--- src/rtl/vending_pkg.sv ---
// rtl/vending_pkg.sv - shared types and constants for the change dispenser
package vending_pkg;

    localparam int AMT_W = 8;

    typedef enum logic [1:0] {
        C1  = 2'd0,
        C5  = 2'd1,
        C10 = 2'd2,
        C50 = 2'd3
    } coin_e;

    // Face value of each coin, indexed by coin_e encoding
    localparam logic [7:0] COIN_VAL [4] = '{8'd1, 8'd5, 8'd10, 8'd50};

    typedef enum logic [1:0] {
        S_IDLE   = 2'd0,
        S_SELECT = 2'd1,
        S_ISSUE  = 2'd2,
        S_DONE   = 2'd3
    } disp_state_e;

endpackage

--- src/rtl/coin_pick.sv ---
// rtl/coin_pick.sv - greedy picker for the largest in-stock coin that fits
module coin_pick #(
    parameter int AMT_W = vending_pkg::AMT_W
) (
    input  logic [AMT_W-1:0] remain,
    input  logic [3:0]       avail,
    output logic             found,
    output logic [1:0]       coin_sel
);
    import vending_pkg::*;

    // Ascending scan so the last hit is the largest qualifying denomination
    always_comb begin
        found    = 1'b0;
        coin_sel = C1;
        for (int i = 0; i < 4; i++) begin
            if (avail[i] && (remain >= AMT_W'(COIN_VAL[i]))) begin
                found    = 1'b1;
                coin_sel = 2'(i);
            end
        end
    end

endmodule

--- src/rtl/change_dispenser.sv ---
// rtl/change_dispenser.sv - pays out change one coin per hopper handshake
module change_dispenser #(
    parameter logic [7:0] STOCK_INIT = 8'd10,
    parameter int          AMT_W     = vending_pkg::AMT_W
) (
    input  logic             clk,
    input  logic             rst,
    input  logic             chg_valid,
    input  logic [AMT_W-1:0] chg_amt,
    output logic             chg_ready,
    output logic             coin_valid,
    output logic [1:0]       coin_sel,
    input  logic             coin_ack,
    output logic             done,
    output logic             short,
    output logic [AMT_W-1:0] short_amt,
    input  logic             refill,
    input  logic [1:0]       refill_sel,
    input  logic [7:0]       refill_cnt,
    output logic             busy
);
    import vending_pkg::*;

    disp_state_e      state;
    disp_state_e      state_next;
    logic [AMT_W-1:0] remain;
    logic [7:0]       stock [4];
    logic [3:0]       avail;
    logic             pick_found;
    logic [1:0]       pick_sel;
    logic [AMT_W-1:0] coin_val;
    logic             accept;

    assign accept   = chg_valid && chg_ready;
    assign busy     = (state != S_IDLE);
    assign coin_val = AMT_W'(COIN_VAL[coin_sel]);

    // Availability flags feed the picker; an empty tube is never chosen
    always_comb begin
        avail = '0;
        for (int i = 0; i < 4; i++) begin
            avail[i] = (stock[i] != 8'd0);
        end
    end

    coin_pick #(
        .AMT_W (AMT_W)
    ) u_coin_pick (
        .remain   (remain),
        .avail    (avail),
        .found    (pick_found),
        .coin_sel (pick_sel)
    );

    // State register
    always_ff @(posedge clk or negedge rst) begin
        if (!rst) begin
            state <= S_IDLE;
        end else begin
            state <= state_next;
        end
    end

    // Next-state decode
    always_comb begin
        state_next = state;
        case (state)
            S_IDLE: begin
                if (accept) begin
                    state_next = S_SELECT;
                end
            end
            S_SELECT: begin
                if ((remain != '0) && pick_found) begin
                    state_next = S_ISSUE;
                end else begin
                    state_next = S_DONE;
                end
            end
            S_ISSUE: begin
                if (coin_ack) begin
                    state_next = S_SELECT;
                end
            end
            S_DONE: begin
                state_next = S_IDLE;
            end
            default: begin
                state_next = S_IDLE;
            end
        endcase
    end

    // Remainder tracking and registered handshake/status outputs
    always_ff @(posedge clk or negedge rst) begin
        if (!rst) begin
            remain     <= '0;
            chg_ready  <= 1'b0;
            coin_valid <= 1'b0;
            coin_sel   <= 2'd0;
            done       <= 1'b0;
            short      <= 1'b0;
            short_amt  <= '0;
        end else begin
            chg_ready <= (state_next == S_IDLE);
            done      <= 1'b0;
            short     <= 1'b0;
            short_amt <= '0;
            case (state)
                S_IDLE: begin
                    if (accept) begin
                        remain <= chg_amt;
                    end
                end
                S_SELECT: begin
                    if (state_next == S_ISSUE) begin
                        coin_valid <= 1'b1;
                        coin_sel   <= pick_sel;
                    end else begin
                        // Any leftover here is unpayable with the current stock
                        done      <= 1'b1;
                        short     <= (remain != '0);
                        short_amt <= remain;
                    end
                end
                S_ISSUE: begin
                    if (coin_ack) begin
                        coin_valid <= 1'b0;
                        coin_sel   <= 2'd0;
                        remain     <= remain - coin_val;
                    end
                end
                default: begin
                end
            endcase
        end
    end

    // Inventory: saturating refill while idle, one coin debited per handshake
    always_ff @(posedge clk or negedge rst) begin
        if (!rst) begin
            for (int i = 0; i < 4; i++) begin
                stock[i] <= STOCK_INIT;
            end
        end else begin
            for (int i = 0; i < 4; i++) begin
                if ((state == S_IDLE) && refill && (refill_sel == 2'(i))) begin
                    if (({1'b0, stock[i]} + {1'b0, refill_cnt}) > 9'd255) begin
                        stock[i] <= 8'd255;
                    end else begin
                        stock[i] <= stock[i] + refill_cnt;
                    end
                end else if ((state == S_ISSUE) && coin_ack && (coin_sel == 2'(i))) begin
                    stock[i] <= stock[i] - 8'd1;
                end
            end
        end
    end

endmodule

--- config.mk ---
export PLATFORM = sky130hd
export DESIGN_NAME = change_dispenser
export DESIGN_NICKNAME = d
export VERILOG_FILES = /design/src/rtl/vending_pkg.sv /design/src/rtl/coin_pick.sv /design/src/rtl/change_dispenser.sv
export SDC_FILE = /design/constraint.sdc
export NUM_CORES = 1
export LEC_CHECK = 0
export ABC_AREA = 1
export CORE_MARGIN = 4
export CORE_UTILIZATION = 40
export CTS_CLUSTER_SIZE = 10
export DETAILED_ROUTE_END_ITERATION = 10
export DONT_BUFFER_PORTS = 1
export HOLD_SLACK_MARGIN = 0.08
export PLACE_DENSITY = 0.54
export SYNTH_ARGS = -nofsm -noshare
export SYNTH_HDL_FRONTEND = slang
export SYNTH_SLANG_ARGS = --single-unit
--- constraint.sdc ---
create_clock -name clk -period 2.9 [get_ports clk]
set_input_delay 0.58 -clock clk [delete_from_list [all_inputs] [get_ports clk]]
set_output_delay 0.58 -clock clk [all_outputs]
set_load 0.02 [all_outputs]
After elaboration in Yosys (flattened, before gate mapping)
Index checks and enable logic that the tools add are counted.
Operators by class
  add/sub/neg operators: 13
  divide/modulo/power cells: 0
  muxes and demuxes: 41
  bitwise gates (word level): 1
  $mul: 0
  reductions and logical operators: 34
  magnitude comparators: 9
  equality and inequality tests: 13
  shift operators: 0
Operators by type and width (number)
  8-bit 2-to-1 mux: 18
  8-bit nonzero test: 5
  8-bit by 8-bit adder with 9-bit output: 4
  9-bit by 8-bit greater-than comparator with 1-bit output (second input constant): 4
  8-bit adder: 4
  8-bit by 1-bit subtractor with 8-bit output (second input constant): 4
  8-bit binary-select mux with 2-bit select: 1
  1-bit logical AND: 16
  8-bit one-hot mux with 2 select lines: 1
  2-bit equality test (second input constant): 7
  2-bit nonzero test: 7
  1-bit 2-to-1 mux: 12
  2-bit 2-to-1 mux: 6
  8-bit by 1-bit greater-or-equal comparator with 1-bit output (second input constant): 1
  8-bit by 3-bit greater-or-equal comparator with 1-bit output (second input constant): 1
  8-bit by 4-bit greater-or-equal comparator with 1-bit output (second input constant): 1
  8-bit by 6-bit greater-or-equal comparator with 1-bit output (second input constant): 1
  2-bit zero test: 4
  2-bit one-hot mux with 4 select lines: 1
  8-bit subtractor: 1
  2-bit by 1-bit equality test with 1-bit output (second input constant): 3
  2-bit inequality test (second input constant): 3
  3-bit AND reduction: 2
  2-bit one-hot mux with 2 select lines: 1
  other kinds (3): 3
Storage, ports and cells
  RAM bits: 0
  bits in registers: 56
  input port bits: 23
  output and inout bits: 15
  latch bits: 0
  bits in read-only memories: 0
  memories: 0

Depth between registers and ports, before layout
Gate-level depths: netlist of the first run.
  depth after elaboration: 12
  gate-level depth with buffers: 13

Modules after synthesis
Synthesis of the first run repeated with hierarchy kept, for this count alone.
Second synthesis, totals
  cells, all modules: 818
  area total of the unflattened synthesis: 5190.0 µm²
By module, submodules not included
  change_dispenser: cells an instance 786, seq. area each 1411.4 µm², area each 5046.1 µm², instances 1
  coin_pick: cells an instance 32, seq. area each 0.0 µm², area each 143.9 µm², instances 1

Worst setup path after synthesis of the first run
Ideal clock, no wire load.
  kind: input to register
  start point: in refill_cnt[0]
  end point: reg stock[4] (netlist name)
  arrival: 2015 ps
  setup time: 130 ps
  data required time: 2770 ps
  slack: 754 ps
  cell stages on the path: 8
  path buffers: 0
  path through: ha_1 > fa_1 > nand3_1 > nand3_1 > a21oi_1 > nand3_1 > o211ai_1 > o21ai_0
Between the ends
  word-level cells in the longest chain between the ends: 4
Ends and longest elaborated chain
  start: declaration: RTL line change_dispenser.sv:19  | input logic [7:0] refill_cnt,
  8-bit by 8-bit adder with 9-bit output: RTL line change_dispenser.sv:148  | if (({1'b0, stock[i]} + {1'b0, refill_cnt}) > 9'd255) begin
  9-bit by 8-bit greater-than comparator with 1-bit output: RTL line change_dispenser.sv:148
  8-bit 2-to-1 mux *: RTL line change_dispenser.sv:148
  8-bit 2-to-1 mux *: RTL line change_dispenser.sv:147  | if ((state == S_IDLE) && refill && (refill_sel == 2'(i))) begin
  end signal: indexed assignment: RTL line change_dispenser.sv:151  | stock[i] <= stock[i] + refill_cnt;
  end signal: indexed assignment: RTL line change_dispenser.sv:154  | stock[i] <= stock[i] - 8'd1;
  end: declaration: RTL line change_dispenser.sv:27  | logic [7:0] stock [4];
Every way passes the cells marked *; elsewhere a longest branch is shown, timed or not.
A chain may end at the register's enable or synchronous reset.

Worst setup path in the final report of the first run
  start point: reg stock[0] (netlist name)
  end point: reg stock[4] (netlist name)
Between the ends
  word-level cells in the longest chain between the ends: 4
Ends and longest elaborated chain (RTL line)
  8-bit by 8-bit adder with 9-bit output: change_dispenser.sv:148
  9-bit by 8-bit greater-than comparator with 1-bit output: change_dispenser.sv:148
  8-bit 2-to-1 mux: change_dispenser.sv:148
  8-bit 2-to-1 mux *: change_dispenser.sv:147
Every way passes the cells marked *; elsewhere a longest branch is shown, timed or not. The select of a mux whose other input is x is not followed.

==> results of run 1 <==
==> final cells by class <==
type | count | share of cell area
Sequential cell | 56 | 0.267
Multi-Input combinational cell | 519 | 0.586
Timing Repair Buffer | 2 | 0.00662
Inverter | 101 | 0.0722
Clock buffer | 6 | 0.0263
Clock inverter | 2 | 0.00733
Tap cell | 147 | 0.0348
==> logic make-up after synthesis <==
group / after synthesis / share of synthesized area
adder cells (fa/ha/maj): 49 / 0.132
buffers and inverters: 106 / 0.0834
AND/OR/NAND/NOR: 317 / 0.299
XOR/XNOR: 35 / 0.0623
flip-flops: 56 / 0.287
AO/OA/AOI/OAI: 118 / 0.136
==> sequential cells by signal, summed over array words and instances (netlist names) <==
register	count
chg_ready	1
done	1
stock	32
coin_valid	1
short	1
state	2
remain	8
coin_sel	2
short_amt	8
==> worst min path at each step <==
stage,slack (ps),depth (start not counted),endpoint
6_report,110,0,stock[11]$_DFFE_PN1P_
5_1_grt,90,0,stock[11]$_DFFE_PN1P_
4_1_cts,90,0,stock[11]$_DFFE_PN1P_
3_5_place_dp,290,0,stock[12]$_DFFE_PN0P_
3_3_place_gp,290,0,stock[12]$_DFFE_PN0P_
2_1_floorplan,280,0,chg_ready$_DFF_PN0_
==> layout by cell type, fill, tap and decap left out, types with 5 or more instances in the layout <==
cell,count
inv_2,6
clkbuf_16,5
inv_1,93
o211ai_1,9
o21ai_0,32
dfrtp_1,48
ha_1,44
nor3_4,5
nor2_1,59
xnor2_1,13
o22ai_1,7
a21oi_1,45
nand4_1,20
xor2_1,22
fa_1,5
nor3_1,10
nand2_1,147
a31oi_1,5
dfstp_2,8
nand3_1,60
==> what timing repair did <==
item	4_1_cts	5_1_grt
setup endpoints to repair	0	0
hold buffers	1	0
hold endpoints to repair	48	0
==> worst register-to-register path: cells and delay by family, from the launching register on <==
kind / cells / cell delay [ps]
simple gates: 3 / 370
fa+ha+maj: 2 / 640
flops: 1 / 400
compound gates: 3 / 710
==> metrics by stage <==
step | hold WS (ps) | power, mW
floorplan | 284 | 4.14
global placement | 287 | 4.84
detailed placement | 287 | 4.87
CTS | 91.9 | 5.68
global route | 89.7 | 6.27
finish | 106 | 5.64
==> power by group <==
part | internal (mW) | total, mW | switching, mW
registers | 1.14 | 1.61 | 0.462
clock network | 0.434 | 0.744 | 0.310
logic | 1.25 | 3.28 | 2.04
==> metal layers <==
layer	vias to the layer above	track usage	routed length, um
li1	2271	-	-
met2	61	0.310	6020
met1	2043	0.258	6200
met5	-	0	0
met4	0	0.0536	199
met3	12	0.0361	495
==> metrics, run 1 <==
Power Density between 1000 and 1500 nW/um2; number of flops mapped to enable cells by yosys 0; Buf/Inv on CP 0; Synthesized Nets roughly 750; Core Footprint roughly 12000 um2; number of global-route vias before repair roughly 4.4k; Worst Path Class, Setup reg -> reg; # setup viols final 0; YS warnings 0; Clock Tree Root clkbuf_16; post-synth top area share 0.244; synthesis-to-layout area growth 7.48%; DRT Wirelength 12900 um; WL/cell 15.5 um; area of the multi-input gates about 3100 um2; CP most frequent cell nand3_1; utilization after layout 0.440; Die Ht around 120 um; DRT iter0 DRCs 223; GP Congestion just under 0.9; mean area per synthesized cell just over 7 um2; critical path launch point stock[0]$_DFFE_PN0P_; H-Tree Depth 2; Worst EP arrival approximately 2400 ps; LEAKAGE 2.61 nW; Residual DRC 0; Reg area 1410 um2; Max IR drop VDD around 0.43 mV; IO Pins 38; FMAX 445 MHz; initial core utilization 0.410; postcts setup bufs 0; Worst Path Required approximately 3000 ps; status finished, final reports clean; DP Area around 5100 um2; synth unique cells 39; final net count about 760; area leader, netlist dfrtp_1; Min Clock Period, post-route approximately 2200 ps; total gr overflow 0; initial antenna violation count 0; FILL cells around 1.3k; fin crit share 0.775; #FFs+latches synth between 50 and 60; critical path, cell by cell ha_1 -> fa_1 -> nand3_1 -> nand3_1 -> a21oi_1 -> nand3_1 -> o211ai_1 -> o21ai_0; cell row count 40; largest net degree at the start of global routing 49; crit-path max cell delay 500 ps; Max-cap violations 0; worst reg2reg setup slack about 650 ps; drt pass-1 iters 4; Via density about 5.3; Final HPWL DP 9830 um; Die W about 120 um; Finished Cell Area 5290 um2; Clock Pin Slew Worst Setup and Hold Paths roughly 80 ps; Port-buffer cells 0; Gate Count Post-Synth between 600 and 700; diode count 0; post-cts gate resize count 0; worst relative slew slack 0.605; top post-synthesis cells by count nand2_1 (147), inv_1 (93), nand3_1 (60); Seq/Total Area, Yosys 0.287; DRT antenna net count 0; die area 14100 um2; crit path to stock[4]$_DFFE_PN0P_; critical path's top delay family compound AO/OA/AOI/OAI gates; cts bufs inserted 5; RSZ-0062 raised after global routing no; Async SR Flop Fraction 1.00; vias roughly 4.4k; Clock Skew ~4.3 ps; CP endpoint kind register; Tightest Hold Check Type in -> async; setup_tns 0 ps; dpl cells approximately 800; CP Max Fanout 8; R2R Path End stock[4]$_DFFE_PN0P_; CTS max path bufs 2; RR Startpoint stock[0]$_DFFE_PN0P_; Post-Syn Area between 4000 and 5000 um2; synth top area cells dfrtp_1 (24%), nand2_1 (11%), ha_1 (11%); first-pass GRT wire length about 22000 um; final slew viol count 0; TritonCTS clock tree yes; Setup Slack @ Placement 488 ps; Synth Flop Type dfrtp_1; Slew @ Worst Pin 592 ps; CP startpoint kind register; Stages on worst setup path 8; final setup margin 653 ps; Final Hold Viols 0; Layout Cells excl Fill around 830; GRT Total Usage 0.191; CP max stage cell a21oi_1; most frequent cell after synthesis nand2_1; FF-to-FF path depth 8; Clock Sink Count 56; layout cell share with drive strength beyond 1 0.0641; Clk Latency, worst-skew pair 310 ps
Power figures use the tool's default switching activity.
==> run 2, diff against run 1 <==
Settings changed: PLACE_DENSITY 0.54 to 0.56.
Clock period 2.9 ns to 1.85 ns, I/O delays scaled along.
==> metrics, run 2 (synthesized netlist as in run 1, its figures left out) <==
crit-path max cell delay roughly 410 ps; CP max stage cell dfrtp_1; worst reg2reg setup slack about 35 ps; Worst Path Required between 2000 and 2500 ps; total gr overflow 0; RR Startpoint stock[0]$_DFFE_PN0P_; Tightest Hold Check Type in -> reg; WHS Endpoint remain[6]$_DFFE_PN0P_; Via density approximately 5.3; CP most frequent cell nand2_2; Int Power around 5.4 mW; max FFs per register 32; DRT antenna net count 0; final slew viol count 0; Max-cap violations 0; hold path cells 2; IO Pins 38; WL/cell around 15 um; Total Power ~10 mW; Clock Pin Slew Worst Setup and Hold Paths 80 ps; commonest non-fill, non-tap cell in the layout nand2_1; Clock Skew 9.68 ps; Die Ht roughly 120 um; CTS max path bufs 2; Final Hold Viols 0; largest net degree at the start of global routing 57; worst relative slew slack 0.618; Die W between 100 and 150 um; Port-buffer cells 0; layout cell share with drive strength beyond 1 0.238; CP startpoint kind register; die area 14100 um2; Worst Path Class, Setup reg -> reg; cell row count 40; vias approximately 4.7k; Max IR drop VDD just under 0.6 mV; LEAKAGE about 2.9 nW; Worst EP arrival approximately 2100 ps; FF-to-FF path depth 10; final net count slightly above 800; cts bufs inserted 5; diode count 0; Comb power frac 0.651; Power Density about 1700 nW/um2; GP Congestion between 0.8 and 0.9; GRT Total Usage 0.190; drt pass-1 iters 7; Final HPWL DP a little over 10000 um; Min-Delay Startpoint chg_amt[6]; fin crit share 0.981; part of the power in the clock network 0.110; Min Clock Period, post-route 1820 ps; Top Registers stock x32, remain x8, short_amt x8; initial antenna violation count 0; FMAX roughly 550 MHz; first-pass GRT wire length around 22000 um; largest reg by FF count stock; Sw Pwr ~5 mW; Clk Latency, worst-skew pair a little over 300 ps; CP endpoint kind register; initial core utilization 0.410; number of global-route vias before repair 4545; critical path, cell by cell inv_1 -> ha_1 -> nand2_2 -> nor2_2 -> nand2_2 -> nand2_2 -> nand4_1 -> nand2_2 -> nand2_4 -> nor2_4; # setup viols final 0; Clock Sink Count 56; status finished, final reports clean; synthesis-to-layout area growth 23.5%; Residual DRC 0; Sw Ratio 0.480; DRT Wirelength 13700 um; register share of total power 0.240; Clock Tree Root clkbuf_16; worst hold slack 240 ps; CP Max Fanout 5; RSZ-0062 raised after global routing yes; TritonCTS clock tree yes; R2R Path End short_amt[0]$_DFF_PN0_; H-Tree Depth 2; DRT iter0 DRCs 364; Core Footprint ~12000 um2; commonest cells after routing, fill and taps aside nand2_1 (137), inv_1 (88), buf_4 (55), nand3_1 (54), nor2_1 (43); Slew @ Worst Pin about 570 ps
## run 2: changes by cell type in the layout (fill, tap and decap cells not counted), sizes merged
cell         change
nand2            +1
clkinv           -1
dlygate4sd3      +1
inv              +1
buf             +55
## run 2: through the flow
step / area (um2) / util / setup slack (ps) / setup TNS (ps) / std cells
2_1_floorplan: 4930 / - / -78.2 / -78.2 / 681
3_3_place_gp: 5420 / 0.451 / -38.8 / -348 / 867
3_5_place_dp: 5420 / 0.451 / -81.8 / -930 / 867
4_1_cts: 5660 / 0.471 / 5.13 / 0 / 879
5_1_grt: 6080 / 0.506 / -63.0 / -759 / 890
6_report: 6080 / 0.506 / 34.9 / 0 / 890
## run 2: area by class of cell
| cell class | instances | area [um2] |
|---|---|---|
| Clock buffer | 6 | 129 |
| Clock inverter | 2 | 38.8 |
| Fill cell | 1192 | 5930 |
| Inverter | 101 | 382 |
| Multi-Input combinational cell | 520 | 3460 |
| Sequential cell | 56 | 1420 |
| Tap cell | 147 | 184 |
| Timing Repair Buffer | 58 | 462 |
## run 2: worst max path at each step
| stage | start | endpoint | cells past startpoint |
|---|---|---|---|
| global placement | stock[1]$_DFFE_PN1P_ | short_amt[7]$_DFF_PN0_ | 10 |
| finish | stock[0]$_DFFE_PN0P_ | short_amt[0]$_DFF_PN0_ | 10 |
| floorplan | coin_sel[1]$_DFFE_PN0P_ | remain[4]$_DFFE_PN0P_ | 10 |
| global route | stock[8]$_DFFE_PN0P_ | stock[14]$_DFFE_PN0P_ | 9 |
| detailed placement | stock[1]$_DFFE_PN1P_ | short_amt[6]$_DFF_PN0_ | 10 |
| CTS | stock[24]$_DFFE_PN0P_ | stock[30]$_DFFE_PN0P_ | 10 |
## run 2: timing repair
| action | in CTS | in global routing |
|---|---|---|
| pin swaps | 3 | 23 |
| gates resized for setup | 7 | 87 |
| buffers inserted | 2 | 10 |
| hold endpoints to repair | 56 | 0 |
| cloned | 0 | 1 |
| hold buffers | 2 | 0 |
| endpoints found under the setup margin | 23 | 48 |
## run 2: power groups by stage
stage	Sequential [mW]	Combinational [mW]	Clock, mW
detailed placement	2.45	5.79	0
global placement	2.44	5.73	0
CTS	2.43	5.95	1.19
floorplan	2.33	4.17	0
global route	2.57	7.66	1.23
finish	2.50	6.79	1.15
## run 2: worst max-delay path, delay by kind of cell (launching register included)
kind | cells | cell delay [ps]
DFF | 1 | 410
adders and majority gates | 1 | 180
buffers and inverters | 1 | 100
and+or+nand+nor | 8 | 1050
## run 2: layer usage
layer,vias to the layer above,GRT usage,wire [um]
li1,2406,-,-
met1,2213,0.255,6400
met2,77,0.314,6530
met3,12,0.0418,570
met4,0,0.0449,199
met5,-,0,0
